## config.mk

```make
export PLATFORM = sky130hd
export DESIGN_NAME = uart_tx_arbiter
export DESIGN_NICKNAME = d
export VERILOG_FILES = /design/src/rtl/uart_tx_arbiter.sv
export SDC_FILE = /design/constraint.sdc
export NUM_CORES = 1
export LEC_CHECK = 0
export ABC_CLOCK_PERIOD_IN_PS = 3500
export CAP_MARGIN = 25
export CORE_ASPECT_RATIO = 2
export CORE_MARGIN = 1.5
export CORE_UTILIZATION = 40
export CTS_BUF_LIST = sky130_fd_sc_hd__clkbuf_8
export DETAILED_ROUTE_END_ITERATION = 10
export GPL_ROUTABILITY_DRIVEN = 0
export PLACE_DENSITY = 0.68
export REMOVE_ABC_BUFFERS = 1
export SYNTH_ARGS = -nofsm -noshare
export SYNTH_HDL_FRONTEND = slang
export SYNTH_SLANG_ARGS = --single-unit
export TNS_END_PERCENT = 5
```

## constraint.sdc

```tcl
create_clock -name clk -period 3.5 [get_ports clk]
set_clock_uncertainty 0.05 [all_clocks]
set_input_delay 0.525 -clock clk [delete_from_list [all_inputs] [get_ports clk]]
set_output_delay 0.525 -clock clk [all_outputs]
set_load 0.05 [all_outputs]
```

## src/rtl/uart_tx_arbiter.sv

```systemverilog
// Round-robin arbiter sharing one UART transmitter among NUM_REQ byte producers; UART_ARB_FIXED_PRI_EN selects fixed priority.
// Latency: ack and grant 1 cycle after req is seen in IDLE; uart_en follows 1 cycle later for EN_HOLD cycles.
// Backpressure: requesters hold req/data until ack; no grant is issued until the frame and idle gap have elapsed.
module uart_tx_arbiter #(
    parameter int CLK_FREQ = 50_000_000,
    parameter int BAUD     = 115200,
    parameter int BPS_CNT  = CLK_FREQ / BAUD,
    parameter int NUM_REQ  = 4,
    parameter int ID_W     = 2,
    parameter int EN_HOLD  = 3,
    parameter int GAP_BITS = 1
) (
    input  logic                 clk,
    input  logic                 rst,
    input  logic [NUM_REQ-1:0]   req,
    input  logic [8*NUM_REQ-1:0] req_data,
    output logic [NUM_REQ-1:0]   ack,
    output logic                 uart_en,
    output logic [7:0]           uart_data,
    output logic                 busy,
    output logic [ID_W-1:0]      grant_id
);

    localparam int          FRAME_CYC  = 10 * BPS_CNT + EN_HOLD;
    localparam int          GAP_CYC    = GAP_BITS * BPS_CNT;
    localparam logic [15:0] FRAME_LAST = 16'(FRAME_CYC - 1);
    localparam logic [15:0] GAP_LAST   = 16'(GAP_CYC - 1);
    localparam logic [15:0] EN_LIMIT   = 16'(EN_HOLD);

    generate
        if (FRAME_CYC + GAP_CYC > 65535) begin : g_cnt_overflow
            $error("uart_tx_arbiter: FRAME_CYC + GAP_CYC does not fit the 16-bit counter");
        end
        if (NUM_REQ < 2 || NUM_REQ > 8) begin : g_num_req_range
            $error("uart_tx_arbiter: NUM_REQ must be 2..8");
        end
        if (ID_W != $clog2(NUM_REQ)) begin : g_id_w_match
            $error("uart_tx_arbiter: ID_W must equal clog2(NUM_REQ)");
        end
        if (EN_HOLD < 3) begin : g_en_hold_min
            $error("uart_tx_arbiter: EN_HOLD must be at least 3");
        end
        if (BPS_CNT < 1) begin : g_bps_min
            $error("uart_tx_arbiter: BPS_CNT must be at least 1");
        end
    endgenerate

    typedef enum logic [1:0] {
        IDLE = 2'd0,
        SEND = 2'd1,
        GAP  = 2'd2
    } state_t;

    state_t               state_q, state_d;
    logic [15:0]          cnt_q, cnt_d;
    logic [NUM_REQ-1:0]   ack_q, ack_d;
    logic                 uart_en_q, uart_en_d;
    logic [7:0]           uart_data_q, uart_data_d;
    logic [ID_W-1:0]      grant_id_q, grant_id_d;
    logic [ID_W-1:0]      winner;
    logic [7:0]           win_byte;
    logic                 grant;

    assign grant = (state_q == IDLE) && (|req);

`ifdef UART_ARB_FIXED_PRI_EN
    always_comb begin
        winner = '0;
        for (int i = NUM_REQ - 1; i >= 0; i--) begin
            if (req[i]) begin
                winner = ID_W'(i);
            end
        end
    end
`else
    logic [ID_W-1:0]      rr_ptr_q, rr_ptr_d;
    logic [2*NUM_REQ-1:0] req_dbl;
    logic [NUM_REQ-1:0]   req_rot;

    // Rotate so bit j of req_rot is requester (rr_ptr+1+j) mod NUM_REQ; lowest j wins.
    assign req_dbl = {req, req};

    always_comb begin
        winner  = '0;
        req_rot = NUM_REQ'(req_dbl >> (int'(rr_ptr_q) + 1));
        for (int j = NUM_REQ - 1; j >= 0; j--) begin
            if (req_rot[j]) begin
                winner = ID_W'((int'(rr_ptr_q) + 1 + j) % NUM_REQ);
            end
        end
    end

    assign rr_ptr_d = grant ? winner : rr_ptr_q;

    always_ff @(posedge clk or posedge rst) begin
        if (rst) begin
            rr_ptr_q <= ID_W'(NUM_REQ - 1);
        end else begin
            rr_ptr_q <= rr_ptr_d;
        end
    end
`endif

    always_comb begin
        win_byte = '0;
        for (int i = 0; i < NUM_REQ; i++) begin
            if (winner == ID_W'(i)) begin
                win_byte = req_data[8*i +: 8];
            end
        end
    end

    always_comb begin
        state_d     = state_q;
        cnt_d       = cnt_q;
        ack_d       = '0;
        uart_en_d   = 1'b0;
        uart_data_d = uart_data_q;
        grant_id_d  = grant_id_q;
        case (state_q)
            IDLE: begin
                if (grant) begin
                    for (int i = 0; i < NUM_REQ; i++) begin
                        ack_d[i] = (winner == ID_W'(i));
                    end
                    uart_data_d = win_byte;
                    grant_id_d  = winner;
                    cnt_d       = '0;
                    state_d     = SEND;
                end
            end
            SEND: begin
                // Registered, so uart_en trails ack by one cycle and lasts EN_HOLD cycles.
                uart_en_d = (cnt_q < EN_LIMIT);
                if (cnt_q == FRAME_LAST) begin
                    cnt_d   = '0;
                    state_d = (GAP_CYC > 0) ? GAP : IDLE;
                end else begin
                    cnt_d = cnt_q + 16'd1;
                end
            end
            GAP: begin
                if (cnt_q == GAP_LAST) begin
                    cnt_d   = '0;
                    state_d = IDLE;
                end else begin
                    cnt_d = cnt_q + 16'd1;
                end
            end
            default: begin
                cnt_d   = '0;
                state_d = IDLE;
            end
        endcase
    end

    always_ff @(posedge clk or posedge rst) begin
        if (rst) begin
            state_q     <= IDLE;
            cnt_q       <= '0;
            ack_q       <= '0;
            uart_en_q   <= 1'b0;
            uart_data_q <= '0;
            grant_id_q  <= '0;
        end else begin
            state_q     <= state_d;
            cnt_q       <= cnt_d;
            ack_q       <= ack_d;
            uart_en_q   <= uart_en_d;
            uart_data_q <= uart_data_d;
            grant_id_q  <= grant_id_d;
        end
    end

    assign ack       = ack_q;
    assign uart_en   = uart_en_q;
    assign uart_data = uart_data_q;
    assign busy      = (state_q != IDLE);
    assign grant_id  = grant_id_q;

endmodule
```

## Word-level counts from Yosys, hierarchy flattened

Cells that the tools add are included.

- Add/subtract/negate cells: 5
- Multipliers: 0
- Shift-type cells: 1
- Bitwise logic cells: 0
- Equal/unequal tests: 10
- Magnitude comparators: 1
- Reduce and logical (&&, ||, !) cells: 7
- Multiplexer cells: 19
- Divide/modulo/power cells: 0

Operator list:

| operator | number |
|---|---|
| 2-to-1 mux 16 bit | 3 |
| one-hot mux 16 bit (3 select lines) | 1 |
| 2-to-1 mux 8 bit | 4 |
| adder 16 x 1 -> 16 bit, second input constant | 1 |
| == test 16 x 13 -> 1 bit, second input constant | 1 |
| == test 16 x 9 -> 1 bit, second input constant | 1 |
| < comparator 16 x 2 -> 1 bit, second input constant | 1 |
| 2-to-1 mux 2 bit | 7 |
| 2-to-1 mux 4 bit | 2 |
| >> shifter 8 x 3 -> 4 bit | 1 |
| == test 2 bit, second input constant | 3 |
| != test 2 bit, second input constant | 3 |
| one-hot mux 2 bit (3 select lines) | 1 |
| adder 2 bit, second input constant | 2 |
| == test 2 x 1 -> 1 bit, second input constant | 2 |
| logical NOT 2 bit | 2 |
| OR reduction 4 bit | 1 |
| adder 2 x 1 -> 3 bit, second input constant | 1 |
| AND reduction 3 bit | 1 |
| adder 2 x 1 -> 2 bit, second input constant | 1 |
| AND reduction 2 bit | 1 |
| nonzero test 2 bit | 1 |
| logical AND 1 bit | 1 |
| 2-to-1 mux 1 bit | 1 |

- Memories kept: 0
- Bits of input ports: 38
- Memory bits (writable): 0
- Bits in registers: 35
- Output and inout port bits: 16
- Bits in latches: 0
- Bits in read-only memories: 0

## Longest topological paths before layout

Gate-level depths: netlist of the first run.

- Depth after elaboration: 11
- Mapped depth: 8
- Gate-level depth less buffers: 7

## Worst setup path after synthesis of the first run

Ideal clock, no wire load.

- Path kind: input to register
- Start: input req[0]
- End: register cnt_q[15]
- Setup time: 0.121 ns
- Arrival: 1.675 ns
- Setup slack: 1.654 ns
- Buffers on the path: 1
- Cell stages on the path: 6
- Cell sequence: nor4_4 > and2_1 > buf_6 > nor2_1 > mux2_2 > a22o_1

- Longest elaborated chain between the ends: 3

Ends and longest elaborated chain:

| item | RTL line | source |
|---|---|---|
| start: declaration | 15 | `input logic [NUM_REQ-1:0] req,` |
| OR reduction 4 bit | 64 | `assign grant = (state_q == IDLE) && (\|req);` |
| logical AND 1 bit | 64 |  |
| != test 2 bit (no line) | -- |  |
| end signal: assignment | 167 | `cnt_q <= cnt_d;` |
| end: declaration | 55 | `logic [15:0] cnt_q, cnt_d;` |

No other way between the ends.
A chain may end at the register's enable or synchronous reset.

## Worst setup path in the final report of the first run

- Start: register state_q[0]
- End: output busy

- Longest elaborated chain between the ends: 1

Ends and longest elaborated chain:

| item | RTL line | source |
|---|---|---|
| start: declaration | 54 | `state_t state_q, state_d;` |
| start signal: assignment | 166 | `state_q <= state_d;` |
| nonzero test 2 bit | 178 | `assign busy = (state_q != IDLE);` |
| end: declaration | 20 | `output logic busy,` |

No other way between the ends.

==> flow_metrics.tcl, run 1 <==
set metrics [dict create \
    status "completed" \
    grt_pass1_vias 1792 \
    ctsResizeCount 0 \
    wl_per_cell_um 16.31 \
    drive_above_1_share_pct 7.634 \
    maxCapViolCount 0 \
    arrival_ns 1.93 \
    relSlewSlack_pct 63.41 \
    synth_top_area_cell "dfrtp_1" \
    power.share.sequential_pct 28.7 \
    crit_required_ns 2.92 \
    synthToLayoutAreaGrowth_pct 34.86 \
    diodes 0 \
    antenna_left 0 \
    drv_slew 0 \
    grt_max_degree 36 \
    p_per_area_nw_per_um2 749.7 \
    dpl.hpwl_um 3989 \
    grt.total_usage_pct 20.63 \
    synth_area_sq_um 2017 \
    synthArstFlopShare_pct 100.0 \
    rsz0062_at_grt "false" \
    synth_common_cells "dfrtp_1 (33), nand2_1 (23), nor2_1 (16)" \
    viasPerCell 5.517 \
    intPower_w 0.001121 \
    clockBufferDepth 2 \
    ctsHoldBuffers 0 \
    nFillCells 436 \
    final.setup.tns_ns 0 \
    clock-sinks 35 \
    period_share_pct 71.50 \
    swShare_pct 45.05 \
    antenna_found_initial 0 \
    hp-class "register to register" \
    drt_iter0_markers 37 \
    hold_viol_final 0 \
    routed_wl_um 5204 \
    syn-instance-count 204 \
    path_max_fanout 6 \
    yosys_warnings 0 \
    comb_power_share_pct 56.6 \
    yosysUniqueCellTypes 47 \
    die_width_um 53.21 \
    end_kind "output port" \
    synth-seq-cells 35 \
    path_clk_slew_ns 0.07 \
    via_count 1760 \
    io_pins 54 \
    cts_setup_buffers 0 \
    rows 36 \
    crit_type "register to output port" \
    cts_max_level 2 \
    firstDrtPassIters 4 \
    fin_crit_ns 2.503 \
    max_freq_ghz 0.3996 \
    synth_top_area_share_pct 40.94 \
    grt_pass1_wl_um 8280 \
    yosysMostFrequentCell "dfrtp_1" \
    synth-edff-count 0 \
    drc 0 \
    clk_latency_ns 0.29 \
    core-area_sq_um 4865 \
    nNetsFinal 305 \
    cts_tree "done" \
    port_buffers 53 \
    die_area_sq_um 5503 \
    power_leakage_nw 1.166 \
    ys_seq_area_share_pct 43.55 \
    vdd_ir_drop_max_mv 0.5080 \
    cts-buffers-inserted 5 \
    cp-start-kind "register" \
    synthTopCellsByArea "dfrtp_1 (41%), mux2i_1 (7.4%), nand2_1 (4.3%), ha_1 (3.7%), o221ai_1 (3.0%)" \
    start_util_pct 41.46 \
    syn_avg_cell_area_sq_um 9.887 \
    clkPwrFrac_pct 14.6 \
    power_switching_w 0.0009186 \
    overflow 0 \
    finalPower_w 0.002039 \
    setup_violations 0 \
    synthFlopType "dfrtp_1" \
    die_y_um 103.4 \
    root_buffer "clkbuf_8" \
    worst_pin_slew_ns 0.5477 \
]
layer usage:
metal	vias to the layer above	global-route usage [%]	part of all wire (%)
li1	844	-	-
met1	856	20.37	34
met2	48	38.18	57
met3	12	3.736	4.5
met4	0	11.83	3.8
met5	-	0	0
path summary, 6_finish.rpt:
path | from | endpoint | slack [ns] | depth (start not counted)
hold reg to reg | cnt_q[12] | uart_en | 0.44 | 1
min in group asynchronous | rst | cnt_q[5] | 0.58 | 3
max in group asynchronous | rst | rr_ptr_q[0] | 2.46 | 3
hold / removal | cnt_q[12] | uart_en | 0.44 | 1
setup reg to reg | cnt_q[0] | cnt_q[5] | 1.44 | 7
setup / recovery | state_q[0] | busy | 1.0 | 4
flip-flops by register name (all words and copies together) (netlist names):
register,count
cnt_q,16
uart_data,8
ack,4
grant_id,2
rr_ptr_q,2
state_q,2
uart_en,1
cell type report:
cell class / instances / area (sq um) / share of cell area, %
Timing Repair Buffer: 57 / 580.6 / 21.34
Inverter: 14 / 52.55 / 1.932
Tap cell: 57 / 71.32 / 2.622
Clock buffer: 6 / 82.58 / 3.036
Sequential cell: 35 / 878.3 / 32.29
Clock inverter: 2 / 8.758 / 0.3220
Multi-Input combinational cell: 148 / 1046 / 38.45
per-stage QoR:
step | util, % | hold WS (ns) | worst slack (ns) | std cells | area (sq um)
final | 55.92 | 0.4433 | 0.9974 | 319 | 2720
after global routing | 55.92 | 0.4697 | 0.9071 | 319 | 2720
after CTS | 55.92 | 0.4444 | 0.9899 | 319 | 2720
after detailed placement | 54.04 | 0.4267 | 0.8345 | 311 | 2629
after global placement | 53.47 | 0.4186 | 0.6458 | 310 | 2601
after floorplan | - | 0.3885 | 1.358 | 197 | 1977
logic make-up (layout without fill, tap and decap cells):
kind of cell,Yosys count,count (layout),synth area share [%]
AND/OR/NAND/NOR,82,82,22.09
XOR/XNOR,9,9,3.908
AO/OA/AOI/OAI,34,34,13.58
adder cells (fa/ha/maj),6,6,3.722
buffers and inverters,21,79,4.590
flip-flops,35,35,43.55
multiplexers,17,17,8.561
cells in the final DEF, fill, tap and decap left out, types with 2 or more instances in the layout:
cell type        count
a21boi_1             2
a21o_1               3
a21oi_1              3
a22o_1               3
and2_1               6
and3_1               2
and4b_1              2
buf_4                3
clkbuf_8             6
clkdlybuf4s50_1     53
dfrtp_1             33
dfstp_2              2
ha_1                 6
inv_1               15
mux2i_1             15
nand2_1             23
nand2b_1             5
nand3_1              8
nand4_1              6
nor2_1              16
nor3_1               5
o211ai_1             2
o21ai_1              2
o221ai_1             7
o22ai_1              3
xnor2_1              3
xor2_1               6
worst max-delay path, cell delays in order (launching register included):
cell and delay [ns]:
dfrtp_1 0.37, inv_1 0.07, ha_1 0.29, inv_1 0.10, clkdlybuf4s50_1 0.81
power groups by stage:
stage	Sequential, W	Combinational, W	Clock, W
2_1_floorplan	0.000857	0.000493	0
3_3_place_gp	0.000591	0.00112	0
3_5_place_dp	0.000593	0.00116	0
4_1_cts	0.000586	0.00117	0.000313
5_1_grt	0.000601	0.00124	0.000325
6_report	0.000586	0.00115	0.000298
Power figures use the tool's default switching activity.
==> run 2, diff against run 1 <==
--- a/config.mk
+++ b/config.mk
@@ -5,7 +5,7 @@
 export SDC_FILE = /design/constraint.sdc
 export NUM_CORES = 1
 export LEC_CHECK = 0
-export ABC_CLOCK_PERIOD_IN_PS = 3500
+export ABC_CLOCK_PERIOD_IN_PS = 2200
 export CAP_MARGIN = 25
 export CORE_ASPECT_RATIO = 2
 export CORE_MARGIN = 1.5
@@ -13,7 +13,7 @@
 export CTS_BUF_LIST = sky130_fd_sc_hd__clkbuf_8
 export DETAILED_ROUTE_END_ITERATION = 10
 export GPL_ROUTABILITY_DRIVEN = 0
-export PLACE_DENSITY = 0.68
+export PLACE_DENSITY = 0.71
 export REMOVE_ABC_BUFFERS = 1
 export SYNTH_ARGS = -nofsm -noshare
 export SYNTH_HDL_FRONTEND = slang
==> constraint.sdc (replaced) <==
create_clock -name clk -period 2.2 [get_ports clk]
set_clock_uncertainty 0.05 [all_clocks]
set_input_delay 0.33 -clock clk [delete_from_list [all_inputs] [get_ports clk]]
set_output_delay 0.33 -clock clk [all_outputs]
set_load 0.05 [all_outputs]
==> run 2 against run 1 <==
  * Flip-flop and latch count did not move
  * Combinational power rose by 63%
  * Clock-buffer cell count fell by 1
  * Register-to-register slack got worse by 1.2 ns
  * First-iteration DRC count fell by 49%
  * Utilization rose by 1.2 points
  * Final area rose by 2.1%
  * Cell count rose by 3.1%
  * Via count rose by 1.0%
  * Non-clock buffer count rose by 10
  * Clock power rose by 47%
  * Critical endpoint is now uart_data[1]
  * Largest power group unchanged
==> flow_metrics.tcl, run 2 (synthesized netlist as in run 1, its figures left out) <==
set metrics [dict create \
    io_pins 54 \
    arrival_ns 2.12 \
    die_width_um 53.21 \
    antenna_left 0 \
    nNetsFinal 315 \
    startpoint "req[0]" \
    clockBufferDepth 2 \
    placedCellCount 321 \
    die_y_um 103.4 \
    grt_pass1_wl_um 7721 \
    rows 36 \
    layoutNonFillerInstCount 329 \
    synthToLayoutAreaGrowth_pct 37.65 \
    power_leakage_nw 1.210 \
    hp-class "primary input to asynchronous set/reset pin" \
    cts_max_level 2 \
    drive_above_1_share_pct 11.40 \
    cts-buffers-inserted 5 \
    root_buffer "clkbuf_8" \
    grt_pass1_vias 1757 \
    fin_crit_ns 1.977 \
    cts_setup_buffers 0 \
    crit_required_ns 2.35 \
    dpl.hpwl_um 3861 \
    worst_pin_slew_ns 0.5326 \
    p_per_area_nw_per_um2 1172 \
    layout_common_cells "clkdlybuf4s50_1 (52), dfrtp_1 (33), nand2_1 (23)" \
    firstDrtPassIters 5 \
    finalPower_w 0.003254 \
    cts_tree "done" \
    setup_violations 0 \
    period_share_pct 89.87 \
    antenna_found_initial 0 \
    overflow 0 \
    drv_slew 0 \
    largest_reg_flops 16 \
    routed_wl_um 4939 \
    path_max_fanout 4 \
    clk_latency_ns 0.29 \
    drc 0 \
    diodes 0 \
    ctsHoldBuffers 0 \
    cp-start-kind "primary input" \
    start_util_pct 41.46 \
    grt_max_degree 36 \
    crit_type "primary input to register" \
    nFillCells 433 \
    status "completed" \
    rsz0062_at_grt "false" \
    multi_input_area_sq_um 1047 \
    max_freq_ghz 0.5058 \
    end_kind "register" \
    wl_per_cell_um 15.01 \
    drt_iter0_markers 19 \
    hold_viol_final 0 \
    relSlewSlack_pct 64.38 \
    viasPerCell 5.404 \
    clock-sinks 35 \
    final_common_cell "clkdlybuf4s50_1" \
    seqCellArea_sq_um 878.3 \
    die_area_sq_um 5503 \
    maxCapViolCount 0 \
    top_register "cnt_q" \
    vdd_ir_drop_max_mv 0.7061 \
    via_count 1778 \
    port_buffers 53 \
    core-area_sq_um 4865 \
    grt.total_usage_pct 19.34 \
    reg2reg_from "cnt_q[10]" \
    path_clk_slew_ns 0.07 \
]
## run 2: changes by cell type in the layout (fill, tap and decap cells not counted), sizes merged
cell,before,now
buf,4,15
clkbuf,6,5
clkdlybuf4s50,53,52
inv,15,16
## run 2: worst paths after layout
kind                                endpoint  slack [ns]  cells after the start
worst max-delay path            uart_data[1]        0.22                      6
worst min-delay path            uart_data[2]        0.39                      3
worst max register to register      cnt_q[2]        0.24                      5
worst min register to register  uart_data[5]        0.44                      2
max in group asynchronous        rr_ptr_q[1]        1.34                      3
min in group clk                uart_data[5]        0.44                      2
## run 2: critical path: stages
cell and delay (ns):
clkdlybuf4s50_1 0.51, o211ai_1 0.21, o21ai_1 0.09, a311o_1 0.39, or4b_1 0.50, o211ai_1 0.10
## run 2: final cells by class
cell class	instances	share of cell area, %
Multi-Input combinational cell	148	37.72
Sequential cell	35	31.64
Timing Repair Buffer	67	23.25
Tap cell	57	2.569
Clock buffer	5	2.479
Inverter	14	1.893
Clock inverter	3	0.4507
## run 2: through the flow
step | utilization [%] | hold slack (ns) | setup slack [ns] | setup TNS (ns) | cell area [sq um]
final | 57.07 | 0.3879 | 0.2229 | 0 | 2776
after detailed placement | 55.38 | 0.4273 | -0.05081 | -0.05178 | 2694
after global routing | 57.07 | 0.4584 | 0.09064 | 0 | 2776
after floorplan | - | 0.3885 | 0.1515 | 0 | 1977
after global placement | 55.38 | 0.4192 | -0.03327 | -0.1103 | 2694
after CTS | 57.05 | 0.4045 | 0.1731 | 0 | 2775
## run 2: report_power, final
part           total [W]  internal [W]  switching (W)  leakage [nW]
Clock           0.000438      0.000213       0.000225        0.0505
Combinational    0.00188      0.000758        0.00112         0.702
Sequential      0.000936      0.000832       0.000105         0.458
## run 2: repair_timing
item,4_1_cts,5_1_grt
endpoints found under the setup margin,0,1
hold endpoints to repair,0,0
resized for setup,0,1
## run 2: metal layers
layer	track usage, %	up-vias	routed length, um
li1	-	864	-
met1	18.22	840	1768
met2	36.85	58	2773
met3	3.879	16	246
met4	10.26	0	152
met5	0	-	0
